--- src/rtl/set_assoc_cache.sv ---
// set_assoc_cache: N-way set-associative, write-through / no-write-allocate
// cache with true-LRU replacement and a block refill FSM toward memory.
//
// Ports
//   clk, reset        clock and synchronous active-high reset
//   req_*             CPU request (valid/ready, byte address, write enable, data)
//   resp_valid/rdata  one-cycle response pulse; read word or write acknowledge (0)
//   mem_req_*         memory request: block read or word write-through
//   mem_wdata         write-through data
//   mem_resp_valid    refill block valid for one cycle (mem_rd_block, word 0 in LSBs)
module set_assoc_cache #(
  parameter int WORD_CAPACITY   = 32,
  parameter int WORDS_PER_BLOCK = 4,
  parameter int WAY_COUNT       = 2,
  parameter int ADDR_BITS       = 32,
  parameter int WORD_BITS       = 32
) (
  input  logic                                 clk,
  input  logic                                 reset,
  input  logic                                 req_valid,
  output logic                                 req_ready,
  input  logic [ADDR_BITS-1:0]                 req_addr,
  input  logic                                 req_we,
  input  logic [WORD_BITS-1:0]                 req_wdata,
  output logic                                 resp_valid,
  output logic [WORD_BITS-1:0]                 resp_rdata,
  output logic                                 mem_req_valid,
  input  logic                                 mem_req_ready,
  output logic                                 mem_req_we,
  output logic [ADDR_BITS-1:0]                 mem_req_addr,
  output logic [WORD_BITS-1:0]                 mem_wdata,
  input  logic                                 mem_resp_valid,
  input  logic [WORDS_PER_BLOCK*WORD_BITS-1:0] mem_rd_block
);

  localparam int SETS     = WORD_CAPACITY / (WORDS_PER_BLOCK * WAY_COUNT);
  localparam int BYTE_OFF = $clog2(WORD_BITS / 8);
  localparam int WORD_OFF = $clog2(WORDS_PER_BLOCK);
  localparam int SET_BITS = $clog2(SETS);
  localparam int TAG_BITS = ADDR_BITS - SET_BITS - WORD_OFF - BYTE_OFF;
  localparam int SET_W    = (SETS > 1) ? SET_BITS : 1;
  localparam int WIDX_W   = (WORDS_PER_BLOCK > 1) ? WORD_OFF : 1;
  localparam int WAY_W    = (WAY_COUNT > 1) ? $clog2(WAY_COUNT) : 1;
  localparam int AGE_W    = WAY_W;
  localparam int BLOCK_W  = WORDS_PER_BLOCK * WORD_BITS;
  localparam logic [ADDR_BITS-1:0] BLK_MASK  = {ADDR_BITS{1'b1}} << (WORD_OFF + BYTE_OFF);
  localparam logic [ADDR_BITS-1:0] WORD_MASK = {ADDR_BITS{1'b1}} << BYTE_OFF;

  typedef enum logic [2:0] {IDLE, LOOKUP, RD_REQ, RD_WAIT, RESP, WR_REQ} state_e;

  state_e               state_q, state_d;
  logic [ADDR_BITS-1:0] addr_q;
  logic                 we_q;
  logic [WORD_BITS-1:0] wdata_q;
  logic [WAY_W-1:0]     victim_q;

  logic [WAY_COUNT-1:0] valid_q [SETS];
  logic [TAG_BITS-1:0]  tag_q   [SETS][WAY_COUNT];
  logic [BLOCK_W-1:0]   data_q  [SETS][WAY_COUNT];
  logic [AGE_W-1:0]     age_q   [SETS][WAY_COUNT];

  logic [SET_W-1:0]     set_idx;
  logic [WIDX_W-1:0]    word_idx;
  logic [TAG_BITS-1:0]  tag;
  logic                 hit;
  logic [WAY_W-1:0]     hit_way, victim, lru_way;
  logic                 lru_en, refill_en, wr_hit_en;

  function automatic logic [WORD_BITS-1:0] get_word(input logic [BLOCK_W-1:0] blk,
                                                    input logic [WIDX_W-1:0] idx);
    logic [WORD_BITS-1:0] w;
    w = '0;
    for (int i = 0; i < WORDS_PER_BLOCK; i++)
      if (idx == WIDX_W'(i)) w = blk[i*WORD_BITS +: WORD_BITS];
    return w;
  endfunction

  function automatic logic [BLOCK_W-1:0] put_word(input logic [BLOCK_W-1:0] blk,
                                                  input logic [WIDX_W-1:0] idx,
                                                  input logic [WORD_BITS-1:0] w);
    logic [BLOCK_W-1:0] b;
    b = blk;
    for (int i = 0; i < WORDS_PER_BLOCK; i++)
      if (idx == WIDX_W'(i)) b[i*WORD_BITS +: WORD_BITS] = w;
    return b;
  endfunction

  // Fields always come from the latched address, so no req_* input reaches an output.
  assign set_idx  = (SETS > 1) ? addr_q[BYTE_OFF+WORD_OFF +: SET_W] : '0;
  assign word_idx = (WORDS_PER_BLOCK > 1) ? addr_q[BYTE_OFF +: WIDX_W] : '0;
  assign tag      = addr_q[ADDR_BITS-1 -: TAG_BITS];

  // Tag search; scanning upward with a found flag makes the lowest way win.
  always_comb begin
    hit     = 1'b0;
    hit_way = '0;
    for (int w = 0; w < WAY_COUNT; w++) begin
      if (!hit && valid_q[set_idx][w] && (tag_q[set_idx][w] == tag)) begin
        hit     = 1'b1;
        hit_way = WAY_W'(w);
      end
    end
  end

  // Victim: lowest invalid way, otherwise the oldest (age N-1).
  always_comb begin
    logic found;
    found  = 1'b0;
    victim = '0;
    for (int w = 0; w < WAY_COUNT; w++) begin
      if (!found && !valid_q[set_idx][w]) begin
        found  = 1'b1;
        victim = WAY_W'(w);
      end
    end
    if (!found)
      for (int w = 0; w < WAY_COUNT; w++)
        if (age_q[set_idx][w] == AGE_W'(WAY_COUNT - 1)) victim = WAY_W'(w);
  end

  always_comb begin
    state_d   = state_q;
    lru_en    = 1'b0;
    lru_way   = hit_way;
    refill_en = 1'b0;
    wr_hit_en = 1'b0;
    case (state_q)
      IDLE:    if (req_valid) state_d = LOOKUP;
      LOOKUP: begin
        if (we_q) begin
          state_d   = WR_REQ;
          wr_hit_en = hit;
          lru_en    = hit;
        end else if (hit) begin
          state_d = IDLE;
          lru_en  = 1'b1;
        end else begin
          state_d = RD_REQ;
        end
      end
      RD_REQ:  if (mem_req_ready) state_d = RD_WAIT;
      RD_WAIT: begin
        if (mem_resp_valid) begin
          state_d   = RESP;
          refill_en = 1'b1;
          lru_en    = 1'b1;
          lru_way   = victim_q;
        end
      end
      RESP:    state_d = IDLE;
      WR_REQ:  if (mem_req_ready) state_d = IDLE;
      default: state_d = IDLE;
    endcase
  end

  // Outputs decoded from state and latched request; all forced low in reset.
  always_comb begin
    req_ready     = (state_q == IDLE) && !reset;
    resp_valid    = 1'b0;
    resp_rdata    = '0;
    mem_req_valid = 1'b0;
    mem_req_we    = 1'b0;
    mem_req_addr  = '0;
    mem_wdata     = '0;
    if (!reset) begin
      case (state_q)
        LOOKUP: begin
          if (!we_q && hit) begin
            resp_valid = 1'b1;
            resp_rdata = get_word(data_q[set_idx][hit_way], word_idx);
          end
        end
        RD_REQ: begin
          mem_req_valid = 1'b1;
          mem_req_addr  = addr_q & BLK_MASK;
        end
        RESP: begin
          resp_valid = 1'b1;
          resp_rdata = get_word(data_q[set_idx][victim_q], word_idx);
        end
        WR_REQ: begin
          mem_req_valid = 1'b1;
          mem_req_we    = 1'b1;
          mem_req_addr  = addr_q & WORD_MASK;
          mem_wdata     = wdata_q;
          resp_valid    = mem_req_ready;
        end
        default: ;
      endcase
    end
  end

  // Control state: FSM, valid bits and LRU ages.
  always_ff @(posedge clk) begin
    if (reset) begin
      state_q <= IDLE;
      for (int s = 0; s < SETS; s++) begin
        valid_q[s] <= '0;
        for (int w = 0; w < WAY_COUNT; w++) age_q[s][w] <= AGE_W'(w);
      end
    end else begin
      state_q <= state_d;
      if (refill_en) valid_q[set_idx][victim_q] <= 1'b1;
      // Ways younger than the accessed one age by one; the accessed way becomes MRU.
      if (lru_en) begin
        for (int w = 0; w < WAY_COUNT; w++) begin
          if (WAY_W'(w) == lru_way)
            age_q[set_idx][w] <= '0;
          else if (age_q[set_idx][w] < age_q[set_idx][lru_way])
            age_q[set_idx][w] <= age_q[set_idx][w] + AGE_W'(1);
        end
      end
    end
  end

  // Datapath state: latched request, victim, tags and block data.
  always_ff @(posedge clk) begin
    if (state_q == IDLE && req_valid) begin
      addr_q  <= req_addr;
      we_q    <= req_we;
      wdata_q <= req_wdata;
    end
    if (state_q == LOOKUP) victim_q <= victim;
    if (!reset && refill_en) begin
      data_q[set_idx][victim_q] <= mem_rd_block;
      tag_q[set_idx][victim_q]  <= tag;
    end
    if (!reset && wr_hit_en)
      data_q[set_idx][hit_way] <= put_word(data_q[set_idx][hit_way], word_idx, wdata_q);
  end

endmodule

--- config.mk ---
export PLATFORM = sky130hd
export DESIGN_NAME = set_assoc_cache
export DESIGN_NICKNAME = d
export VERILOG_FILES = /design/src/rtl/set_assoc_cache.sv
export SDC_FILE = /design/constraint.sdc
export NUM_CORES = 2
export LEC_CHECK = 0
export ABC_AREA = 1
export BUFFER_PORTS_ARGS = -buffer_cell sky130_fd_sc_hd__buf_2
export CAP_MARGIN = 0
export CORE_ASPECT_RATIO = 0.5
export CORE_UTILIZATION = 45
export DETAILED_ROUTE_END_ITERATION = 12
export RECOVER_POWER = 50
export SETUP_SLACK_MARGIN = 0.1
export SLEW_MARGIN = 10
export SYNTH_ARGS = -nofsm -noshare
export SYNTH_HDL_FRONTEND = slang
export SYNTH_SLANG_ARGS = --single-unit
--- constraint.sdc ---
create_clock -name clk -period 9.9 [get_ports clk]
set_clock_uncertainty 0.1 [all_clocks]
set_input_delay 0.495 -clock clk [delete_from_list [all_inputs] [get_ports clk]]
set_output_delay 0.495 -clock clk [all_outputs]
set_load 0.02 [all_outputs]
# Word-level counts from Yosys, hierarchy flattened
# Memories as Yosys holds them, arrays and structs flattened. A register that Yosys moved wholly into a read port is not among the register bits.
# Cells that the tools add are included.
# Widths: inputs -> output; s select.
[word_totals] regBits=69 latch_bits=0 ramBits=1248 romBits=0 inputBits=198 out_inout_bits=100 mem_count=4
[classes] addsub=2 mul=0 div=0 n_lt_le_gt_ge=9 eq_ne=14 shifts=0 muxes=368 bitwise=261 reduce_logical=22
[mem_list] memory="data_q" words=4 width=256 rd=1 rd_clocked_by_memory_dff=1 write_ports=1 line_no="59" rtl="logic [BLOCK_W-1:0] data_q [SETS][WAY_COUNT];"
[mem_list] memory="tag_q" words=4 width=52 rd=1 rd_clocked_by_memory_dff=1 write_ports=1 line_no="58" rtl="logic [TAG_BITS-1:0] tag_q [SETS][WAY_COUNT];"
[mem_list] memory="age_q" words=4 width=2 rd=1 rd_clocked_by_memory_dff=1 write_ports=4 line_no="60" rtl="logic [AGE_W-1:0] age_q [SETS][WAY_COUNT];"
[mem_list] memory="valid_q" words=4 width=2 rd=1 rd_clocked_by_memory_dff=1 write_ports=4 line_no="57" rtl="logic [WAY_COUNT-1:0] valid_q [SETS];"
[ops] operator="$mux 128" count=8
[ops] operator="$mux 32" count=21
[ops] operator="$mux 256" count=2
[ops] operator="$mux 1" count=309
[ops] operator="$or 1x1->1" count=258
[ops] operator="$demux 128 s1" count=2
[ops] operator="$pmux 32 s2" count=2
[ops] operator="$eq 26x26->1" count=2
[ops] operator="$mux 52" count=1
[ops] operator="$demux 26 s1" count=1
[ops] operator="$mux 26" count=1
[ops] operator="$mux 2" count=12
[ops] operator="$mux 3" count=5
[ops] operator="$pmux 3 s5" count=1
[ops] operator="$logic_and 1x1->1" count=12
[ops] operator="$ne 2x2->1 const B" count=4
[ops] operator="$eq 3x2->1 const B" count=2
[ops] operator="$eq 3x3->1 const B" count=2
[ops] operator="$ge 2x2->1 const B" count=3
[ops] operator="$not 1->2" count=3
[ops] operator="$reduce_or 2->1" count=3
[ops] operator="$eq 2x2->1 const B" count=2
[ops] operator="$logic_not 1->1" count=4
[ops] operator="$lt 2x1->1 const B" count=2
[ops] operator="other kinds (12)" count=14

# Longest topological paths before layout
[logic_depth] word_depth=22 ltp_mapped=25

# Worst setup path before layout
# No wires, ideal clock.
[synth_path] path_kind="flip-flop to flip-flop" from="register with a tool-made name" to="memory data_q[0][0] (netlist name) (enable)" setup_ns=0.617 t_arrival_ns=7.518 slack_ns=1.664 stages_incl_launch_ff=21 synth_period_minus_slack_ns=8.236 cell_sequence="dfxtp_1 buf_4 inv_2 buf_6 buf_4 nand2_1 nand3_1 nand2_1 nand2_1 nand2_1 nor3_1 nand3_1 nor2_4 nand2_4 inv_2 nand4_4 buf_6 buf_6 nand2_1 inv_1 nor2_1"
[synth_lines] item="to (decl)" line_no="59"

==> qor.yml <==
run_status: "finished, violations left"
violations: "max-capacitance violations, max-slew violations"
tritoncts: "done"
final_min_period_over_clock_period_pct: 81.6
globalRouteOverflowTotal: 0
num_io_pins: 298
ff_latch_count_synth: 1317
dp_cells: 7381
vdd_drop_max_mv: 0.375
clk_pin_slew_ps: 70
max_slew.worst_pin.slew_ps: 3600
critical_path_arrival_ps: 8330
gr-usage-all-layers_pct: 28.5
hold_path.startpoint: "mem_rd_block[44]"
drt_wl_total_um: 193000
power.density_nw_per_um2: 257
drt_first_pass_iters: 7
synth-main-ff-cell: "sky130_fd_sc_hd__edfxtp_1"
syn_area_per_cell_um2: 10.5
cts_setup_buffers: 0
numClockSinks: 1317
postSynth.asyncResetShare_pct: 0
cts_root_buf: "sky130_fd_sc_hd__clkbuf_16"
fin_nets: 6007
grt_pass1_vias: 42800
port_buffers: 293
detailed_place_hpwl_um: 108000
gate_count_post_synth: 5659
viasPerCell: 5.99
synth_compound_area_share_pct: 11.9
design.die.area_um2: 133000
whs_path_depth: 3
cts_max_path_buffers: 3
synth_simple_gate_area_share_pct: 17.5
drive_above_1_share_pct: 8.29
timing_hold_violations_final: 0
worst-r2r-setup-slack_ps: 1820
fp.dieW_um: 516
timing.critical_path.to_type: "flip-flop"
total_area_of_multi_input_combinational_cells_um2: 17600
power_leakage_uw: 0.0235
drt_drc_violations_left: 0
synth.yosys.warnings: 0
detail-route-antenna-nets: 0
critical_path.max_fanout: 62
synth_fa_ha_area_share_pct: 0
r2r_end: "data_q[2][102]"
die_h_um: 259
layout.cells.non_filler: 7679
worstSkewPairLatency_ps: 770
post_synth_xor_area_fraction_pct: 0.0148
synth_area_um2: 59300
wire_length_of_the_first_global_routing_pass_um: 281000
most-common-layout-cells: "sky130_fd_sc_hd__nand2_1, sky130_fd_sc_hd__edfxtp_1, sky130_fd_sc_hd__o21ai_0, sky130_fd_sc_hd__nor2_1, sky130_fd_sc_hd__nand3_1"
floorplan.initialDensity_pct: 45.7
dr.first_iter.drc_count: 5600
synth_sequential_area_ratio_pct: 66.5
finalWeightedCongestion: 0.882
setup_viol: 0
antenna_violations_before_repair: 24
syn_to_final_growth_pct: 11.9
routed_wirelength_normalized_by_instance_count_um: 25.1
drv_cap: 25
seq_area_um2: 39500
numCtsBuffers: 117
ctsHtreeMaxLevel: 3
fin_crit_ps: 8080
cp_data_required_time_ps: 10150
vias_post_dr: 46000
setup-tns-final_ps: 0
synth_edf_count: 1311
fp.coreArea_um2: 130000
floorplan.rows: 93
cp-start-kind: "flip-flop"
post_synth_mux_area_share_pct: 0.169
ys_types: 43
timing.hold.worst.class: "input pin to flip-flop"
rr_worst_depth: 16
slew-limit-headroom_pct: -140
kind_of_critical_path: "flip-flop to flip-flop"
num-fill-cells: 11500
final.hold.worst_slack_ps: 32.7
synth_top_family_by_area: "simple AND/OR/NAND/NOR gates"
holdPathEnd: "data_q[1][44]"
grt_max_degree: 196
finish.utilization_pct: 51.2
maxSlewViolCount: 761
rsz0062_at_grt: "false"
layout_commonest_cell: "sky130_fd_sc_hd__nand2_1"
max_freq_ghz: 0.124
## per-layer routing
metal  GRT usage [%]  share of wire (%)
met1            38.4                 41
met2            45.6                 46
met3            5.61                9.5
met4            11.1                4.0
met5               0              0.013
## stage by stage
stage	worst slack (ps)	area [um^2]	total power (uW)
after floorplan	1660	59300	10600
after global placement	3480	62100	12300
after detailed placement	3500	62100	12400
after CTS	2690	66600	17000
after global routing	1400	66400	17900
final	1820	66400	17100
## timing repair
| item | CTS | global route |
|---|---|---|
| resized for setup | 0 | 0 |
| endpoints found under the hold margin | 77 | 0 |
| endpoints found under the setup margin | 0 | 0 |
| hold buffers | 66 | 0 |
## worst max-delay path by stage
stage                           endpoint  slack [ps]  cells past startpoint      start
after global placement    resp_rdata[17]        3480                     23  flip-flop
after CTS                 resp_rdata[17]        2690                     23  flip-flop
final                     data_q[2][102]        1820                     16  flip-flop
after detailed placement  resp_rdata[17]        3500                     23  flip-flop
after floorplan             data_q[0][0]        1660                     20  flip-flop
after global routing       data_q[2][20]        1400                     18  flip-flop
## critical path, cell delays in order, from the launching register on
cell and delay [ps]:
sky130_fd_sc_hd__dfxtp_4 730, sky130_fd_sc_hd__buf_4 670, sky130_fd_sc_hd__nand2_1 110, sky130_fd_sc_hd__nand3_1 140, sky130_fd_sc_hd__nand2_1 70, sky130_fd_sc_hd__nand2_1 50
sky130_fd_sc_hd__nand2_1 100, sky130_fd_sc_hd__nor3_1 270, sky130_fd_sc_hd__nand3_1 170, sky130_fd_sc_hd__nor2_4 510, sky130_fd_sc_hd__nand2_1 720, sky130_fd_sc_hd__inv_1 200
sky130_fd_sc_hd__nand4_1 190, sky130_fd_sc_hd__nand2_1 110, sky130_fd_sc_hd__inv_1 100, sky130_fd_sc_hd__nor2_1 1710, sky130_fd_sc_hd__clkbuf_2 1490
## sequential cells by signal (all words and copies together) (netlist names), named ones only
name	cells
addr_q	30
age_q	8
data_q	1024
state_q	3
tag_q	208
valid_q	8
victim_q	1
wdata_q	32
we_q	1
## kinds of logic after synthesis
family,Yosys count
AOI/OAI and AO/OA,1265
buffers and inverters,520
other,1
xor gates and xnor gates,1
and+or+nand+nor,2545
DFF,1317
muxes,10
## cells in the mapped netlist (2+ instances only)
cell type                      n  area share, %
sky130_fd_sc_hd__a2111oi_0     5          0.074
sky130_fd_sc_hd__a21oi_1     169            1.4
sky130_fd_sc_hd__a311oi_1      5          0.074
sky130_fd_sc_hd__a31oi_1       3          0.032
sky130_fd_sc_hd__a32o_1       11           0.19
sky130_fd_sc_hd__a32oi_1      97            1.4
sky130_fd_sc_hd__buf_1        26           0.16
sky130_fd_sc_hd__buf_2        79           0.67
sky130_fd_sc_hd__buf_4        18           0.23
sky130_fd_sc_hd__buf_6        22           0.42
sky130_fd_sc_hd__clkbuf_1    259            1.6
sky130_fd_sc_hd__clkinv_1      3          0.019
sky130_fd_sc_hd__dfxtp_1       6           0.20
sky130_fd_sc_hd__edfxtp_1   1311             66
sky130_fd_sc_hd__inv_1       106           0.67
sky130_fd_sc_hd__inv_2         7          0.044
sky130_fd_sc_hd__mux2i_1      10           0.17
sky130_fd_sc_hd__nand2_1    1348            8.5
sky130_fd_sc_hd__nand3_1     548            4.6
sky130_fd_sc_hd__nand3b_1      2          0.025
sky130_fd_sc_hd__nand4_1      10           0.11
sky130_fd_sc_hd__nor2_1      606            3.8
sky130_fd_sc_hd__nor2_2        3          0.032
sky130_fd_sc_hd__nor3_1       11          0.093
sky130_fd_sc_hd__nor4_1       11           0.12
sky130_fd_sc_hd__o2111ai_1     5          0.074
sky130_fd_sc_hd__o211ai_1      7          0.089
sky130_fd_sc_hd__o21ai_0     585            4.9
sky130_fd_sc_hd__o21ai_1     201            1.7
sky130_fd_sc_hd__o221a_2       6           0.11
sky130_fd_sc_hd__o22ai_1     167            1.8
## report_power, final
group	internal (uW)	switching [uW]
Combinational	1590	4210
Sequential	6320	255
Clock	2590	2130
Total	10500	6590
## final cells by class
| cell class | instances | area share, % |
|---|---|---|
| timing repair buffer | 434 | 4.07 |
| clock buffer | 145 | 4.60 |
| multi-input combinational | 3823 | 26.5 |
| clock inverter | 74 | 1.25 |
| sequential | 1317 | 59.5 |
| tap | 1757 | 3.31 |
| antenna | 13 | 0.0490 |
| inverter | 116 | 0.697 |
Power figures use the tool's default switching activity.
